**src/rtl/class_search_ctrl_pkg.sv**
```systemverilog
// hdc_search_pkg: sizes, derived widths and FSM state codes shared by the class search controller.
package hdc_search_pkg;
    localparam int NUM_CLASSES = 8;
    localparam int NUM_FRAMES = 3;
    localparam int FRAME_W = 64;
    localparam int CLASS_ID_W = $clog2(NUM_CLASSES);
    localparam int FRAME_IDX_W = $clog2(NUM_FRAMES);
    localparam int DIST_W = $clog2(NUM_FRAMES * FRAME_W + 1);
    localparam int POP_W = $clog2(FRAME_W + 1);
    localparam logic [1:0] WAIT_Q = 2'd0;
    localparam logic [1:0] SCAN = 2'd1;
    localparam logic [1:0] DONE = 2'd2;
endpackage

```
**src/rtl/class_search_ctrl_if.sv**
```systemverilog
// class_search_ctrl_if: query stream, class ROM address/data and result port of the search controller.
interface class_search_ctrl_if;
    import hdc_search_pkg::*;
    logic q_valid;
    logic q_ready;
    logic [FRAME_W-1:0] q_data;
    logic [CLASS_ID_W-1:0] rom_frame_id;
    logic [FRAME_IDX_W-1:0] rom_frame_index;
    logic [FRAME_W-1:0] rom_vec;
    logic res_valid;
    logic res_ready;
    logic [CLASS_ID_W-1:0] res_class;
    logic [DIST_W-1:0] res_dist;
    logic busy;
    modport master (
        output q_valid, q_data, rom_vec, res_ready,
        input q_ready, rom_frame_id, rom_frame_index, res_valid, res_class, res_dist, busy
    );
    modport slave (
        input q_valid, q_data, rom_vec, res_ready,
        output q_ready, rom_frame_id, rom_frame_index, res_valid, res_class, res_dist, busy
    );
endinterface

```
**src/rtl/class_search_ctrl_popcount_frame.sv**
```systemverilog
// popcount_frame: combinational population count of one W-bit frame.
module popcount_frame #(
    parameter int W = 64
) (
    input  logic [W-1:0]         v,
    output logic [$clog2(W+1)-1:0] cnt
);
    always_comb begin
        cnt = '0;
        for (int i = 0; i < W; i++) cnt = cnt + $bits(cnt)'(v[i]);
    end
endmodule

```
**src/rtl/class_search_ctrl.sv**
```systemverilog
// class_search_ctrl: per query frame, sweeps all class ROM vectors accumulating Hamming distance; returns argmin.
module class_search_ctrl
    import hdc_search_pkg::*;
(
    input logic clk,
    input logic rst,
    class_search_ctrl_if.slave bus
);
    logic [1:0] state;
    logic [FRAME_IDX_W-1:0] frm;
    logic [CLASS_ID_W-1:0] cls;
    logic [FRAME_W-1:0] q_reg;
    logic [DIST_W-1:0] acc [NUM_CLASSES];
    logic [CLASS_ID_W-1:0] best_cls, res_class;
    logic [DIST_W-1:0] best_dist, res_dist, new_sum;
    logic [POP_W-1:0] d;
    logic last_cls, last_frm, upd;

    popcount_frame #(.W(FRAME_W)) u_pop (.v(q_reg ^ bus.rom_vec), .cnt(d));

    assign last_cls = cls == CLASS_ID_W'(NUM_CLASSES - 1);
    assign last_frm = frm == FRAME_IDX_W'(NUM_FRAMES - 1);
    assign new_sum = (frm == '0 ? '0 : acc[cls]) + DIST_W'(d);
    // strict compare keeps the lowest class id on ties
    assign upd = cls == '0 || new_sum < best_dist;

    assign bus.q_ready = state == WAIT_Q;
    assign bus.busy = state != WAIT_Q;
    assign bus.res_valid = state == DONE;
    assign bus.res_class = res_class;
    assign bus.res_dist = res_dist;
    assign bus.rom_frame_id = cls;
    assign bus.rom_frame_index = frm;

    always_ff @(posedge clk) begin
        if (rst) begin
            state <= WAIT_Q;
            frm <= '0;
            cls <= '0;
            q_reg <= '0;
            best_cls <= '0;
            best_dist <= '0;
            res_class <= '0;
            res_dist <= '0;
            for (int i = 0; i < NUM_CLASSES; i++) acc[i] <= '0;
        end else begin
            case (state)
                WAIT_Q: if (bus.q_valid) begin
                    q_reg <= bus.q_data;
                    cls <= '0;
                    state <= SCAN;
                end
                SCAN: begin
                    acc[cls] <= new_sum;
                    if (last_frm && upd) begin
                        best_cls <= cls;
                        best_dist <= new_sum;
                    end
                    if (!last_cls) cls <= cls + 1'b1;
                    else if (last_frm) begin
                        res_class <= upd ? cls : best_cls;
                        res_dist <= upd ? new_sum : best_dist;
                        state <= DONE;
                    end else begin
                        frm <= frm + 1'b1;
                        state <= WAIT_Q;
                    end
                end
                DONE: if (bus.res_ready) begin
                    frm <= '0;
                    state <= WAIT_Q;
                end
                default: state <= WAIT_Q;
            endcase
        end
    end
endmodule

```
**src/flat_wrapper.sv**
```systemverilog
// flat-port wrapper written by rule: the top's interface ports become plain ports
module class_search_ctrl_flat import hdc_search_pkg::*;
  (clk, rst, bus_q_valid, bus_q_data, bus_rom_vec, bus_res_ready, bus_q_ready, bus_rom_frame_id, bus_rom_frame_index, bus_res_valid, bus_res_class, bus_res_dist, bus_busy);
  class_search_ctrl_if bus_i ();
  input logic clk;
  input logic rst;
  input wire logic [$bits(bus_i.q_valid)-1:0] bus_q_valid;
  input wire logic [$bits(bus_i.q_data)-1:0] bus_q_data;
  input wire logic [$bits(bus_i.rom_vec)-1:0] bus_rom_vec;
  input wire logic [$bits(bus_i.res_ready)-1:0] bus_res_ready;
  output wire logic [$bits(bus_i.q_ready)-1:0] bus_q_ready;
  output wire logic [$bits(bus_i.rom_frame_id)-1:0] bus_rom_frame_id;
  output wire logic [$bits(bus_i.rom_frame_index)-1:0] bus_rom_frame_index;
  output wire logic [$bits(bus_i.res_valid)-1:0] bus_res_valid;
  output wire logic [$bits(bus_i.res_class)-1:0] bus_res_class;
  output wire logic [$bits(bus_i.res_dist)-1:0] bus_res_dist;
  output wire logic [$bits(bus_i.busy)-1:0] bus_busy;
  assign bus_i.q_valid = bus_q_valid;
  assign bus_i.q_data = bus_q_data;
  assign bus_i.rom_vec = bus_rom_vec;
  assign bus_i.res_ready = bus_res_ready;
  assign bus_q_ready = bus_i.q_ready;
  assign bus_rom_frame_id = bus_i.rom_frame_id;
  assign bus_rom_frame_index = bus_i.rom_frame_index;
  assign bus_res_valid = bus_i.res_valid;
  assign bus_res_class = bus_i.res_class;
  assign bus_res_dist = bus_i.res_dist;
  assign bus_busy = bus_i.busy;
  class_search_ctrl u_core (.clk(clk), .rst(rst), .bus(bus_i));
endmodule
```
**config.mk**
```make
export PLATFORM = sky130hd
export DESIGN_NAME = class_search_ctrl_flat
export DESIGN_NICKNAME = d
export VERILOG_FILES = /design/src/rtl/class_search_ctrl_pkg.sv /design/src/rtl/class_search_ctrl_if.sv /design/src/rtl/class_search_ctrl_popcount_frame.sv /design/src/rtl/class_search_ctrl.sv /design/src/flat_wrapper.sv
export SDC_FILE = /design/constraint.sdc
export NUM_CORES = 1
export LEC_CHECK = 0
export ABC_AREA = 1
export CAP_MARGIN = 20
export CORE_MARGIN = 4
export CORE_UTILIZATION = 40
export CTS_CLUSTER_DIAMETER = 100
export CTS_CLUSTER_SIZE = 30
export DETAILED_ROUTE_END_ITERATION = 12
export GPL_ROUTABILITY_DRIVEN = 1
export PLACE_DENSITY_LB_ADDON = 0.15
export SKIP_LAST_GASP = 1
export SLEW_MARGIN = 20
export SYNTH_ARGS = -nofsm -noshare
export SYNTH_HDL_FRONTEND = slang
export SYNTH_SLANG_ARGS = --single-unit
export TNS_END_PERCENT = 30
```
**constraint.sdc**
```tcl
create_clock -name clk -period 9.9 [get_ports clk]
set_clock_uncertainty 0.2 [all_clocks]
set_input_delay 1.98 -clock clk [delete_from_list [all_inputs] [get_ports clk]]
set_output_delay 1.98 -clock clk [all_outputs]
set_load 0.03 [all_outputs]
```
==> results of run 1 <==
-- synth_stat cells (2+ instances only) --
master      n
nor3_1      2
nand4_1     7
xor2_1     32
o22ai_1     7
a211oi_1    4
xor2_2      2
nand2_1    80
inv_1      90
a31oi_1     8
dfxtp_1    96
nand2_2     4
xnor2_1    34
o211ai_1    2
clkinv_1    3
ha_1       36
buf_2      12
fa_1       56
clkbuf_1   27
nor2_1    243
a21oi_1    35
inv_2       7
o21ai_0   109
nand3_1    23
edfxtp_1   64
-- layout make-up --
class | instances | area [µm²]
fill | 2101 | 10600
tap | 280 | 350
clock inverter | 15 | 151
timing repair buffer | 171 | 1660
multi-input combinational | 692 | 4510
sequential | 160 | 3840
clock buffer | 17 | 425
inverter | 100 | 375
-- cell families after synthesis --
family	share of synthesized area [%]
simple gates	16.0
fa+ha+maj	17.6
compound gates	9.96
xor+xnor	7.03
flops	43.1
buf+inv	6.29
-- repair_timing --
item / CTS / global route
buffers inserted: 0 / 0
setup endpoints to repair: 0 / 5
gates resized for setup: 0 / 1
-- worst max-delay path, delay by kind of cell --
kind	cells	cell delay (ns)
fa+ha+maj	11	5.39
buf+inv	6	0.89
simple gates	7	0.73
xor+xnor	2	0.33
compound gates	2	0.30
-- worst paths after layout --
path,from,to,cells past startpoint
hold reg to reg,u_core.bus.res_class[0],u_core.bus.res_class[0],2
setup reg to reg,register,u_core.best_dist[4],29
setup / recovery,bus_rom_vec[19],u_core.best_dist[4],28
hold / removal,u_core.bus.res_class[0],u_core.bus.res_class[0],2
-- through the flow --
stage | hold WS, ns | setup TNS (ns)
2_1_floorplan | 0.230 | 0
3_3_place_gp | 0.249 | 0
3_5_place_dp | 0.257 | -0.208
4_1_cts | 0.268 | 0
5_1_grt | 0.290 | -0.0351
6_report | 0.264 | 0
-- layer usage --
layer / routed length, µm / GRT usage, % / vias up
li1: - / - / 3495
met1: 11000 / 27.9 / 3216
met2: 10700 / 29.2 / 183
met3: 1460 / 4.95 / 31
met4: 433 / 5.82 / 0
met5: 0 / 0 / -
==> impl_metrics.tcl, run 1 <==
set metrics [dict create \
    cpMostUsedCell "fa_1" \
    outcome "complete, no violations" \
    maxCapViolCount 0 \
    fin_crit_sh_pct 95.9 \
    worst_slack_ns 0.410 \
    setup_violations 0 \
    cp.required_ns 10.06 \
    post-dp-hpwl_mm 17.3 \
    fin_cells 1435 \
    grt_overflow_total 0 \
    ant_nets 0 \
    first_global_vias 6861 \
    ys_types 35 \
    synth_area_per_cell_um2 8.97 \
    vias 6925 \
    dp_slack_ns -0.0372 \
    hold_violations 0 \
    area_growth_pct 27.0 \
    worst_hold_path_type "reg -> reg" \
    placed_cell_area_um2 10700 \
    port_buffers 150 \
    cts_tree "built" \
    cts_root_buf "clkbuf_16" \
    setup.worst_path.end_class "register" \
    holdBufCountCts 0 \
    yosysSeqAreaShare_pct 43.1 \
    top_level_ports 151 \
    startpoint_type "primary input" \
    clock_path_buffers 2 \
    drc_errors 0 \
    cp.arrival_ns 9.65 \
    yosysWarnings 0 \
    place_congestion 0.858 \
    syn_nets 1218 \
    timing.fmax_ghz 0.105 \
    rows 54 \
    drt-wirelength-per-cell_um 16.5 \
    via_per_inst 4.83 \
    dr.pass1.iters 5 \
    grt_pass1_wl_mm 36.9 \
    max_stage_delay_ns 0.58 \
    grt_max_degree 83 \
    num-nets-final 1366 \
    synth_top_area_share_pct 21.6 \
    slowest_stage "fa_1" \
    syn-instance-count 994 \
    start_util_pct 40.7 \
    core_area_um2 21900 \
    cp_max_fo 19 \
    synth_seq_cells 160 \
    grtUsageTotal_pct 19.5 \
    cts.sinks 160 \
    antenna_found_initial 0 \
    async_flop_share_pct 0 \
    clock_latency_ns 0.43 \
    mostFrequentLayoutCells "243 x nor2_1, 150 x clkdlybuf4s50_1, 109 x o21ai_0, 96 x dfxtp_1, 88 x inv_1" \
    antenna_cells 0 \
    stdcell_area_um2 11300 \
    yosysTopAreaCell "dfxtp_1" \
    path_class "in -> reg" \
    dieArea_um2 24700 \
    rsz0062_at_grt "yes" \
    synthesis.area_um2 8920 \
    numCtsBuffers 17 \
    synth_area_leaders "dfxtp_1 22%, edfxtp_1 22%, fa_1 13%" \
    totalWireLength_mm 23.6 \
    final_common_cell "nor2_1" \
    die_w_um 157 \
    synth_edf_count 64 \
    slew_headroom_pct 43.4 \
    path_clk_slew_ns 0.08 \
    min_period_ns 9.49 \
    dp_cells 1403 \
    cts-htree-levels 4 \
    post-route-util_pct 51.7 \
    rrSetupSlack_ns 1.33 \
    fp.dieH_um 157 \
    worst_pin_slew_ns 0.848 \
    ys.flop_type "dfxtp_1" \
    dr.first_iter.drc_count 452 \
    drv_slew 0 \
    drive_gt1_share_pct 6.32 \
]
Power of run 1 is not shown: default switching activity piles up to over one toggle a cycle in this logic, so the estimate is an artifact.
==> inputs of run 2 (changes only) <==
--- a/config.mk
+++ b/config.mk
@@ -9,5 +9,5 @@
 export CAP_MARGIN = 20
 export CORE_MARGIN = 4
-export CORE_UTILIZATION = 40
+export CORE_UTILIZATION = 30
 export CTS_CLUSTER_DIAMETER = 100
 export CTS_CLUSTER_SIZE = 30
@@ -16,5 +16,4 @@
 export PLACE_DENSITY_LB_ADDON = 0.15
 export SKIP_LAST_GASP = 1
-export SLEW_MARGIN = 20
 export SYNTH_ARGS = -nofsm -noshare
 export SYNTH_HDL_FRONTEND = slang
==> constraint.sdc (replaced) <==
create_clock -name clk -period 9.9 [get_ports clk]
set_clock_uncertainty 0.2 [all_clocks]
set_input_delay 1.98 -clock clk [delete_from_list [all_inputs] [get_ports clk]]
set_output_delay 1.98 -clock clk [all_outputs]
set_load 0.01 [all_outputs]
==> run 2 against run 1 <==
First-iteration DRC count decreased by 31%; non-clock buffer count is 2 lower; hold slack about the same; worst setup slack better by 0.15 ns; clock-buffer cell count is the same; die area is 32% higher; routed wire length is 2.1% higher; utilization decreased by 12 points; maximum frequency rose by 1.6%; global-route usage decreased by 4.4 points; sequential share of layout area decreased by 0.44 points; critical path type unchanged.
==> impl_metrics.tcl, run 2 (synthesized netlist as in run 1, its figures left out) <==
set metrics [dict create \
    start_util_pct 30.7 \
    path_clk_slew_ns 0.06 \
    antenna_cells 0 \
    cp.arrival_ns 9.49 \
    maxCapViolCount 0 \
    cpMostUsedCell "fa_1" \
    post_cts_resized 0 \
    port_buffers 150 \
    cts.sinks 160 \
    rsz0062_at_grt "no" \
    startpoint "bus_rom_vec[7]" \
    drv_slew 0 \
    rows 62 \
    num-nets-final 1364 \
    holdBufCountCts 0 \
    path_class "in -> reg" \
    post-dp-hpwl_mm 18.1 \
    vias 6764 \
    outcome "complete, no violations" \
    cp_max_fo 6 \
    ant_nets 0 \
    fillers 3064 \
    grtUsageTotal_pct 15.1 \
    worst_pin_slew_ns 1.05 \
    totalWireLength_mm 24.2 \
    slowest_stage "fa_1" \
    slew_headroom_pct 29.6 \
    drive_gt1_share_pct 6.07 \
    hold_violations 0 \
    fp.dieH_um 180 \
    timing.fmax_ghz 0.107 \
    worst_hold_path_type "reg -> reg" \
    setup.worst_path.end_class "register" \
    setup_violations 0 \
    top_level_ports 151 \
    min_period_ns 9.34 \
    rr_endpoint "u_core.best_dist[0]" \
    first_global_vias 7172 \
    numCtsBuffers 17 \
    regArea_um2 3840 \
    antenna_found_initial 0 \
    dr.pass1.iters 4 \
    path_buf_inv 5 \
    clock_path_buffers 2 \
    path_delay_family "adder cells" \
    drt-wirelength-per-cell_um 15.7 \
    setup_tns_ns 0 \
    drc_errors 0 \
    cts_setup_buffers 0 \
    place_congestion 0.793 \
    clock_latency_ns 0.43 \
    startpoint_type "primary input" \
    via_per_inst 4.40 \
    die_w_um 180 \
    grt_overflow_total 0 \
    cts_tree "built" \
    cts-htree-levels 4 \
    cts_root_buf "clkbuf_16" \
    core_area_um2 29000 \
    cp.required_ns 10.05 \
    dieArea_um2 32500 \
    final_common_cell "nor2_1" \
    rr_worst_depth 31 \
    dr.first_iter.drc_count 314 \
    multi_input_area_um2 4510 \
    rrSetupSlack_ns 1.84 \
    fin_crit_sh_pct 94.4 \
    cp-endpoint "u_core.best_dist[0]" \
    grt_pass1_wl_mm 38.8 \
    max_stage_delay_ns 0.60 \
    grt_max_degree 70 \
    mostFrequentLayoutCells "243 x nor2_1, 150 x clkdlybuf4s50_1, 109 x o21ai_0, 96 x dfxtp_1, 89 x inv_1" \
    cp.depth 27 \
    area_growth_pct 28.6 \
]
[run 2: cell types whose count changed in the layout (fill, tap and decap cells not counted)]
cell / before / now
inv_8: 3 / 5
buf_4: 21 / 18
clkinv_8: 3 / 4
clkinvlp_2: 1 / 0
buf_12: 0 / 1
inv_2: 9 / 8
inv_6: 3 / 1
inv_1: 88 / 89
clkinv_2: 1 / 0
clkinv_4: 2 / 3
[run 2: per-stage QoR]
step / setup slack (ns) / instances / hold WS, ns / area (µm²) / utilization [%]
floorplan: 0.664 / 994 / 0.230 / 8920 / -
global placement: 0.109 / 1505 / 0.255 / 10900 / 37.5
detailed placement: 0.0901 / 1505 / 0.254 / 10900 / 37.5
CTS: 0.523 / 1537 / 0.265 / 11500 / 39.5
global route: 0.146 / 1537 / 0.283 / 11500 / 39.5
finish: 0.557 / 1537 / 0.264 / 11500 / 39.5
[run 2: worst register-to-register path: cells and delay by family (launching register included)]
family | cells | cell delay [ns]
AOI/OAI and AO/OA | 7 | 1.11
buffers and inverters | 7 | 0.78
adders and majority gates | 10 | 4.79
and+or+nand+nor | 6 | 0.60
xor gates and xnor gates | 1 | 0.18
DFF | 1 | 0.30
[run 2: worst min-delay path by stage]
stage                                       from                endpoint  slack, ns  depth (start not counted)
final                        u_core.best_dist[2]     u_core.best_dist[2]       0.26                          2
after global routing      u_core.bus.res_dist[7]  u_core.bus.res_dist[7]       0.28                          2
after CTS                     u_core.best_cls[2]      u_core.best_cls[2]       0.26                          2
after detailed placement      u_core.best_cls[2]      u_core.best_cls[2]       0.25                          2
after global placement       u_core.best_dist[3]     u_core.best_dist[3]       0.26                          2
after floorplan               u_core.best_cls[0]      u_core.best_cls[0]       0.23                          2
[run 2: cell type report]
| class | instances | area share, % |
|---|---|---|
| Timing Repair Buffer | 169 | 14.4 |
| Inverter | 100 | 3.27 |
| Sequential cell | 160 | 33.5 |
| Clock buffer | 17 | 3.71 |
| Tap cell | 384 | 4.19 |
| Clock inverter | 15 | 1.49 |
| Multi-Input combinational cell | 692 | 39.4 |
[run 2: routing by layer]
layer | vias up | track usage [%] | wire length, µm
li1 | 3494 | - | -
met3 | 9 | 4.42 | 1580
met1 | 3114 | 18.9 | 10300
met5 | - | 0 | 0
met4 | 0 | 2.93 | 157
met2 | 147 | 26.1 | 12100
Power of run 2 is left out for the same reason.
